### src/rtl/serial_addsub_ctrl.sv
// Bit-serial add/subtract sequencer. One shared 1-bit add cell handles one
// operand bit per clock, LSB first, and reports result, carry/borrow and overflow.
//
// Ports:
//   clk, rst  : clock, async active-high reset
//   start     : request pulse, only sampled in IDLE
//   op        : 0 = a+b, 1 = a-b (sampled with start)
//   a, b      : WIDTH-bit operands (sampled with start)
//   busy      : high while the add cell is stepping (RUN)
//   done      : one-cycle pulse when result/carry_out/overflow are valid
//   result    : sum or difference, held until the next accepted start
//   carry_out : add carry, or subtract borrow (inverted final carry)
//   overflow  : signed overflow

module serial_add_cell (
  input  logic x,
  input  logic y,
  input  logic ci,
  output logic s,
  output logic co
);

  logic h1;
  logic g1;
  logic g2;

  // two half adders plus an OR form the full adder
  always_comb begin
    h1 = x ^ y;
    g1 = x & y;
    s  = h1 ^ ci;
    g2 = h1 & ci;
    co = g1 | g2;
  end

endmodule

module serial_addsub_ctrl #(
  parameter int WIDTH = 8
) (
  input  logic             clk,
  input  logic             rst,
  input  logic             start,
  input  logic             op,
  input  logic [WIDTH-1:0] a,
  input  logic [WIDTH-1:0] b,
  output logic             busy,
  output logic             done,
  output logic [WIDTH-1:0] result,
  output logic             carry_out,
  output logic             overflow
);

  localparam int CW = $clog2(WIDTH);
  localparam logic [CW-1:0] LAST = CW'(WIDTH - 1);

  typedef enum logic [1:0] {
    IDLE = 2'd0,
    RUN  = 2'd1,
    DONE = 2'd2
  } state_t;

  state_t           state_q;
  state_t           state_d;
  logic [WIDTH-1:0] sa_q;
  logic [WIDTH-1:0] sa_d;
  logic [WIDTH-1:0] sb_q;
  logic [WIDTH-1:0] sb_d;
  logic [WIDTH-1:0] result_q;
  logic [WIDTH-1:0] result_d;
  logic [CW-1:0]    cnt_q;
  logic [CW-1:0]    cnt_d;
  logic             c_q;
  logic             c_d;
  logic             op_q;
  logic             op_d;
  logic             carry_out_q;
  logic             carry_out_d;
  logic             overflow_q;
  logic             overflow_d;

  logic             bit_s;
  logic             bit_c;

  serial_add_cell u_cell (
    .x  (sa_q[0]),
    .y  (sb_q[0]),
    .ci (c_q),
    .s  (bit_s),
    .co (bit_c)
  );

  always_ff @(posedge clk or posedge rst) begin
    if (rst) begin
      state_q     <= IDLE;
      sa_q        <= '0;
      sb_q        <= '0;
      result_q    <= '0;
      cnt_q       <= '0;
      c_q         <= 1'b0;
      op_q        <= 1'b0;
      carry_out_q <= 1'b0;
      overflow_q  <= 1'b0;
    end else begin
      state_q     <= state_d;
      sa_q        <= sa_d;
      sb_q        <= sb_d;
      result_q    <= result_d;
      cnt_q       <= cnt_d;
      c_q         <= c_d;
      op_q        <= op_d;
      carry_out_q <= carry_out_d;
      overflow_q  <= overflow_d;
    end
  end

  always_comb begin
    state_d     = state_q;
    sa_d        = sa_q;
    sb_d        = sb_q;
    result_d    = result_q;
    cnt_d       = cnt_q;
    c_d         = c_q;
    op_d        = op_q;
    carry_out_d = carry_out_q;
    overflow_d  = overflow_q;

    unique case (state_q)
      IDLE: begin
        if (start) begin
          sa_d     = a;
          // subtract = a + ~b + 1; the +1 rides in as carry-in
          sb_d     = op ? ~b : b;
          c_d      = op;
          op_d     = op;
          cnt_d    = '0;
          result_d = '0;
          state_d  = RUN;
        end
      end
      RUN: begin
        result_d = {bit_s, result_q[WIDTH-1:1]};
        sa_d     = {1'b0, sa_q[WIDTH-1:1]};
        sb_d     = {1'b0, sb_q[WIDTH-1:1]};
        c_d      = bit_c;
        cnt_d    = cnt_q + CW'(1);
        if (cnt_q == LAST) begin
          // c_q is the carry into the MSB on this last step
          carry_out_d = bit_c ^ op_q;
          overflow_d  = c_q ^ bit_c;
          cnt_d       = '0;
          state_d     = DONE;
        end
      end
      DONE: begin
        state_d = IDLE;
      end
      default: begin
        state_d = IDLE;
      end
    endcase
  end

  assign busy      = (state_q == RUN);
  assign done      = (state_q == DONE);
  assign result    = result_q;
  assign carry_out = carry_out_q;
  assign overflow  = overflow_q;

endmodule

### config.mk
export PLATFORM = sky130hd
export DESIGN_NAME = serial_addsub_ctrl
export DESIGN_NICKNAME = d
export VERILOG_FILES = /design/src/rtl/serial_addsub_ctrl.sv
export SDC_FILE = /design/constraint.sdc
export NUM_CORES = 1
export LEC_CHECK = 0
export ABC_AREA = 1
export BUFFER_PORTS_ARGS = -buffer_cell sky130_fd_sc_hd__buf_4
export CAP_MARGIN = 0
export CORE_MARGIN = 2
export CORE_UTILIZATION = 47
export DETAILED_ROUTE_END_ITERATION = 10
export PLACE_DENSITY = 0.7
export SLEW_MARGIN = 10
export SYNTH_ARGS = -nofsm -noshare
export SYNTH_HDL_FRONTEND = slang
export SYNTH_SLANG_ARGS = --single-unit
### constraint.sdc
create_clock -name clk -period 2.9 [get_ports clk]
set_clock_uncertainty 0.15 [all_clocks]
set_input_delay 0.145 -clock clk [delete_from_list [all_inputs] [get_ports clk]]
set_output_delay 0.145 -clock clk [all_outputs]
set_load 0.05 [all_outputs]
### Word level (Yosys, flattened, before mapping)

Cells that the tools add are included.

| storage, ports and cells | value |
|---|---|
| flip-flop bits (word level) | 33 |
| input port bits | 20 |
| output and inout bits | 12 |

| cells by class | value |
|---|---|
| add/sub/neg operators | 1 |
| equality and inequality tests | 5 |
| mux-type cells | 15 |
| reductions and logical operators | 6 |
| bitwise operators | 8 |

Operator list:

| cell | number |
|---|---|
| $pmux 8 s2 | 3 |
| $mux 8 | 4 |
| $not 8->8 | 1 |
| $reduce_and 2->1 | 4 |
| $mux 3 | 2 |
| $pmux 3 s2 | 1 |
| $mux 2 | 2 |
| $pmux 2 s2 | 1 |
| $xor 1x1->1 | 4 |
| $add 3x1->3 const B | 1 |
| $eq 3x3->1 const B | 1 |
| $and 1x1->1 | 2 |
| $eq 2x1->1 const B | 1 |
| $eq 2x2->1 const B | 1 |
| $logic_not 2->1 | 1 |
| $ne 2x1->1 const B | 1 |
| $ne 2x2->1 const B | 1 |
| $pmux 1 s2 | 1 |
| $reduce_bool 2->1 | 1 |
| $mux 1 | 1 |
| $or 1x1->1 | 1 |

### Depth between registers and ports, before layout

Gate-level depths: netlist (run 1).

| logic depth | value |
|---|---|
| word-level depth | 4 |
| gate-level depth with buffers | 6 |
| gate-level depth less buffers | 6 |

### Cells and area by module

From an unflattened synthesis (run 1), not the netlist that was laid out.

| unflattened totals | value |
|---|---|
| cell total of the unflattened synthesis | 212 |
| area total of the unflattened synthesis | 1600.3 um^2 |

By module, submodules not included:

| module | cells an instance | times used | area each (um^2) | seq. area each (um^2) |
|---|---|---|---|---|
| serial_addsub_ctrl | 211 | 1 | 1580.3 | 825.8 |
| serial_add_cell | 1 | 1 | 20.0 | 0.0 |

### Worst setup path before layout (run 1)

Ideal clock, no wire load.

| path | value |
|---|---|
| path kind | flip-flop to output port |
| start | reg state_q[1] |
| end | out done |
| arrival time | 1.142 ns |
| cell stages (with the launch flop) | 3 |
| path slack | 1.463 ns |
| buffers on the path | 0 |
| required time | 2.605 ns |
| cell sequence | dfrtp_1 -> inv_1 -> nor2_1 |

| on the way | value |
|---|---|
| cells in the longest elaborated chain, start to end | 1 |

Ends and longest elaborated chain:

| item | RTL line | source |
|---|---|---|
| from (decl) | 63 | `state_t state_q;` |
| from (signal assigned) | 105 | `state_q <= state_d;` |
| $eq 2x2->1 | 165 | `assign done = (state_q == DONE);` |
| to (decl) | 48 | `output logic done,` |

Every way passes these cells.

### Worst setup path in the final report (run 1)

| path | value |
|---|---|
| start | reg state_q[0] |
| end | out busy |

| on the way | value |
|---|---|
| cells in the longest elaborated chain, start to end | 1 |

Ends and longest elaborated chain:

| item | RTL line | source |
|---|---|---|
| $eq 2x1->1 | 164 | `assign busy = (state_q == RUN);` |
| to (decl) | 47 | `output logic busy,` |

Every way passes these cells.

==> results of run 1 <==
stage by stage:
stage               setup slack (ns)  utilization  instance area, µm²  power (mW)  hold WS [ns]
floorplan                       1.46            -                1650        1.48         0.105
finish                         0.990        0.634                2130        2.06        0.0213
CTS                            0.965        0.631                2120        2.07      0.000511
detailed placement              1.11        0.552                1860        1.69         0.114
global placement                1.16        0.552                1860        1.66         0.113
global route                   0.846        0.634                2130        2.21        0.0491
state kept, by name, summed over array words and instances, names as in the netlist:
name,flops
cnt_q,3
overflow,1
result,8
sa_q,8
c_q,1
sb_q,8
carry_out,1
op_q,1
state_q,2
power by group through the flow:
| stage | Clock [mW] | Combinational [mW] | Sequential (mW) |
|---|---|---|---|
| 2_1_floorplan | 0 | 0.512 | 0.972 |
| 3_3_place_gp | 0 | 0.883 | 0.780 |
| 3_5_place_dp | 0 | 0.911 | 0.779 |
| 4_1_cts | 0.364 | 0.932 | 0.774 |
| 5_1_grt | 0.386 | 1.02 | 0.800 |
| 6_report | 0.358 | 0.922 | 0.777 |
synthesized netlist by cell type:
master | number | share of area
buf_4 | 2 | 0.0091
buf_6 | 2 | 0.014
o21ai_1 | 2 | 0.0061
ha_1 | 2 | 0.015
xor2_1 | 1 | 0.0053
nand2_1 | 76 | 0.17
nor2_2 | 1 | 0.0038
nor2_1 | 3 | 0.0068
nand3_1 | 50 | 0.15
inv_1 | 16 | 0.036
buf_12 | 1 | 0.012
inv_2 | 1 | 0.0023
buf_8 | 1 | 0.0091
dfrtp_1 | 33 | 0.50
o21ai_0 | 4 | 0.012
nor2_4 | 1 | 0.0068
nand3_2 | 1 | 0.0061
nand2_4 | 1 | 0.0068
fa_1 | 1 | 0.012
buf_2 | 4 | 0.012
worst max path at each step:
stage	from	slack [ns]	to	depth (start not counted)
2_1_floorplan	state_q[1]	1.46	done	2
3_3_place_gp	state_q[1]	1.16	result[7]	4
3_5_place_dp	state_q[1]	1.11	sb_q[6]	4
4_1_cts	state_q[0]	0.97	busy	3
5_1_grt	state_q[0]	0.85	sa_q[1]	4
6_report	state_q[0]	0.99	busy	3
timing repair:
item,4_1_cts,5_1_grt
hold buffers,18,1
setup endpoints to repair,0,0
endpoints found under the hold margin,49,1
layout make-up:
cell class | count | area, µm²
well taps | 46 | 57.6
inverters | 17 | 63.8
fillers | 318 | 1230
multi-input cells | 143 | 669
clock buffers | 7 | 55.1
flip-flops and latches | 33 | 826
clock inverters | 1 | 30.0
repair buffers | 51 | 430
routing by layer:
metal	vias to the layer above	GRT usage
met5	-	0
met4	0	0.0571
met3	7	0.0536
met2	43	0.346
met1	699	0.232
li1	743	-
tightest hold or removal path, stage by stage:
cell and delay [ns]:
buf_4 0.16, xor2_1 0.08, nand2_1 0.05, nand2_1 0.04
cell families (layout without fill, tap and decap cells):
family                     after synthesis  after routing  share of synthesized area
and+or+nand+nor                        133            133                      0.355
DFF                                     33             33                      0.500
buffers and inverters                   27             76                     0.0947
AOI/OAI and AO/OA                        6              6                     0.0182
adders and majority gates                3              3                     0.0273
xor gates and xnor gates                 1              1                    0.00530
==> impl_metrics.json, run 1 <==
{
  "die_area_um2": 4000,
  "required_ns": 2.61,
  "path_cells": "inv_2 > nor2_4 > buf_4",
  "p_sw_mw": 0.908,
  "finalHoldViolCount": 0,
  "hold_start": "op",
  "hold_path_end": "sb_q[7]",
  "syn_inst": 203,
  "grt_usage": 0.195,
  "wl_met3_um": 191,
  "finalNetCount": 274,
  "initial_core_util": 0.491,
  "diodes": 0,
  "cp_slowest_stage_delay_ns": 0.47,
  "internal-power_mw": 1.15,
  "drt_iter0_markers": 111,
  "die_height_um": 63.3,
  "clockBufferDepth": 2,
  "ff2ff_path_depth": 4,
  "path_class": "reg -> out",
  "synth_cell_types": 20,
  "rrSetupSlack_ns": 1.00,
  "end_kind": "output port",
  "ys_warn_count": 0,
  "clockPowerShare": 0.174,
  "coreArea_um2": 3360,
  "synth_nets": 226,
  "comb_power_share": 0.448,
  "routed_wl_um": 3550,
  "cts_setup_buffers": 0,
  "placed_cells": 271,
  "fin_crit_sh": 0.659,
  "setup_tns_ns": 0,
  "ioPinCount": 32,
  "io_buffers": 31,
  "final_layout_size_suffix_gt1_frac": 0.175,
  "grt_pass1_wl_um": 6130,
  "post-route-min-period_ns": 1.91,
  "cts_tree": "yes",
  "overflow": 0,
  "cp-start-kind": "flop",
  "wire_per_inst_um": 11.9,
  "crit_buf_inv": 2,
  "num_vias": 1492,
  "cts.sinks": 33,
  "first_pass_iters": 4,
  "most-common-layout-cells": "nand2_1, nand3_1, dfrtp_1, buf_4, dlygate4sd3_1",
  "cts-root-buf": "clkbuf_4",
  "grt_antenna_before_repair": 0,
  "ys_seq_area_frac": 0.500,
  "final_common_cell": "nand2_1",
  "hold_path_class": "in -> reg",
  "ant_nets": 0,
  "htree_num_levels": 2,
  "setup_viol": 0,
  "clk_latency_ns": 0.33,
  "cp_max_fo": 28,
  "relSlewSlack": 0.347,
  "r2r-end": "sa_q[1]",
  "leakage_nw": 1.14,
  "crit_family": "simple AND/OR/NAND/NOR gates",
  "reg2reg_from": "state_q[0]",
  "dp_hpwl_um": 2090,
  "switching_share": 0.441,
  "cp_slowest_cell": "nor2_4",
  "hold_depth": 4,
  "numCtsBuffers": 5,
  "worst_pin_slew_ns": 0.977,
  "ir_drop_mv": 0.363,
  "die_w_um": 63.3,
  "post_cts_resized": 0,
  "status": "complete, no violations",
  "ys_seq_elements": 33,
  "p_seq_frac": 0.378,
  "fin_cells": 298,
  "grt_pass1_vias": 1398,
  "p_per_area_nw_per_um2": 964,
  "rsz0062_at_grt": "false",
  "cap_violations": 0,
  "postSynthAreaPerCell_um2": 8.14,
  "syn_area_um2": 1650,
  "drv_slew": 0,
  "wl_met1_um": 1510,
  "gp_congestion": 0.753,
  "grt_start_max_net_pins": 34,
  "avgViaCountPerCell": 5.01,
  "clk_pin_slew_ns": 0.10,
  "arrival_ns": 1.61,
  "highest_layer": "met4",
  "dr_wl_met2_um": 1800,
  "syn_to_final_growth_pct": 29.1,
  "std_cell_rows": 21,
  "drc": 0,
  "fmax_ghz": 0.524
}
Note: power is estimated with default switching activity, not from simulation.
==> inputs of run 2 (changes only) <==
==> constraint.sdc (replaced) <==
create_clock -name clk -period 2 [get_ports clk]
set_clock_uncertainty 0.15 [all_clocks]
set_input_delay 0.1 -clock clk [delete_from_list [all_inputs] [get_ports clk]]
set_output_delay 0.1 -clock clk [all_outputs]
set_load 0.05 [all_outputs]
==> impl_metrics.json, run 2 (same netlist as run 1, synthesis figures left out) <==
{
  "placed_cells": 273,
  "drv_slew": 0,
  "dp_hpwl_um": 2180,
  "relSlewSlack": 0.720,
  "path_cells": "nor2_2 > nand3_1 > dlygate4sd3_1 > o21ai_0",
  "status": "complete, no violations",
  "die_area_um2": 4000,
  "setup_viol": 0,
  "avgViaCountPerCell": 4.93,
  "comb_power_share": 0.449,
  "cts.sinks": 33,
  "first_pass_iters": 4,
  "diodes": 0,
  "overflow": 0,
  "post-place-ws_ns": 0.451,
  "p_seq_frac": 0.352,
  "syn_to_final_growth_pct": 38.0,
  "final_layout_size_suffix_gt1_frac": 0.182,
  "internal-power_mw": 1.83,
  "std_cell_rows": 21,
  "finalHoldViolCount": 0,
  "setup_tns_ns": 0,
  "num_vias": 1528,
  "gp_congestion": 0.771,
  "cp_slowest_cell": "dlygate4sd3_1",
  "end_kind": "flop",
  "p_per_area_nw_per_um2": 1400,
  "ff_latch_area_um2": 826,
  "worst_pin_slew_ns": 0.420,
  "clk_latency_ns": 0.35,
  "most-common-layout-cells": "nand2_1, nand3_1, dfrtp_1, buf_4, dlygate4sd3_1",
  "drc": 0,
  "ant_nets": 0,
  "cap_violations": 0,
  "setup_ws_ns": 0.172,
  "wire_per_inst_um": 12.1,
  "numCtsBuffers": 5,
  "cp_max_fo": 8,
  "hold_path_class": "in -> reg",
  "hold_slack_ns": 0.00305,
  "die_height_um": 63.3,
  "p_sw_mw": 1.36,
  "grt_pass1_vias": 1465,
  "fill_cells": 287,
  "htree_num_levels": 2,
  "finalNetCount": 286,
  "reg2reg_from": "state_q[0]",
  "final_common_cell": "nand2_1",
  "ir_drop_mv": 0.586,
  "required_ns": 2.13,
  "fin_crit_sh": 0.914,
  "cts-root-buf": "clkbuf_4",
  "rsz0062_at_grt": "false",
  "initial_core_util": 0.491,
  "ioPinCount": 32,
  "hold_start": "op",
  "grt_start_max_net_pins": 34,
  "die_w_um": 63.3,
  "arrival_ns": 1.96,
  "post-route-min-period_ns": 1.83,
  "io_buffers": 31,
  "cp_slowest_stage_delay_ns": 0.58,
  "switching_share": 0.427,
  "coreArea_um2": 3360,
  "fin_cells": 310,
  "leakage_nw": 1.19,
  "cp-start-kind": "flop",
  "multi_input_area_um2": 672,
  "fmax_ghz": 0.547,
  "path_class": "reg -> reg",
  "total_power_mw": 3.19,
  "drt_iter0_markers": 109,
  "clk_pin_slew_ns": 0.11,
  "routed_wl_um": 3740,
  "grt_pass1_wl_um": 6580,
  "cts_tree": "yes",
  "clockPowerShare": 0.200,
  "grt_antenna_before_repair": 0,
  "grt_usage": 0.217,
  "clockBufferDepth": 2,
  "crit_path_start": "state_q[0]"
}
[run 2: layout make-up]
| cell class | count | area share |
|---|---|---|
| inverters | 17 | 0.0280 |
| well taps | 46 | 0.0252 |
| multi-input cells | 143 | 0.295 |
| flip-flops and latches | 33 | 0.362 |
| clock buffers | 5 | 0.0165 |
| clock inverters | 3 | 0.0285 |
| repair buffers | 63 | 0.245 |
[run 2: power groups by stage]
stage               combinational, mW  clock (mW)  sequential (mW)
floorplan                       0.742           0             1.41
global placement                 1.34           0             1.12
detailed placement               1.37           0             1.13
CTS                              1.44       0.639             1.12
global route                     1.59       0.676             1.16
finish                           1.43       0.638             1.12
[run 2: worst paths after layout]
check                            end  slack, ns  cells after the start
setup reg to reg                op_q       0.17                      4
setup / recovery                op_q       0.17                      4
max in group asynchronous        c_q       1.16                      4
hold / removal               sb_q[3]      0.003                      5
hold reg to reg              sb_q[0]       0.34                      2
min in group asynchronous  result[5]       0.22                      4
[run 2: worst max-delay path: cells and delay by family, from the launching register on]
| family | cells | cell delay (ns) |
|---|---|---|
| AO/OA/AOI/OAI | 1 | 0.07 |
| buffers and inverters | 1 | 0.58 |
| flip-flops | 1 | 0.46 |
| AND/OR/NAND/NOR | 2 | 0.49 |
[run 2: layer usage]
| layer | wire length [µm] | track usage |
|---|---|---|
| met4 | 107 | 0.101 |
| met5 | 0 | 0 |
| met1 | 1660 | 0.274 |
| met2 | 1790 | 0.339 |
| met3 | 176 | 0.0679 |
[run 2: timing repair]
item                                   CTS  global route
hold buffers                            29             0
endpoints found under the hold margin   50             0
resized for setup                        0             1
buffers inserted                         0             0
setup endpoints to repair                0             4
[run 2: through the flow]
| step | util | instance area (µm²) |
|---|---|---|
| final | 0.678 | 2280 |
| after global routing | 0.678 | 2280 |
| after CTS | 0.677 | 2280 |
| after detailed placement | 0.560 | 1880 |
| after global placement | 0.560 | 1880 |
| after floorplan | - | 1650 |
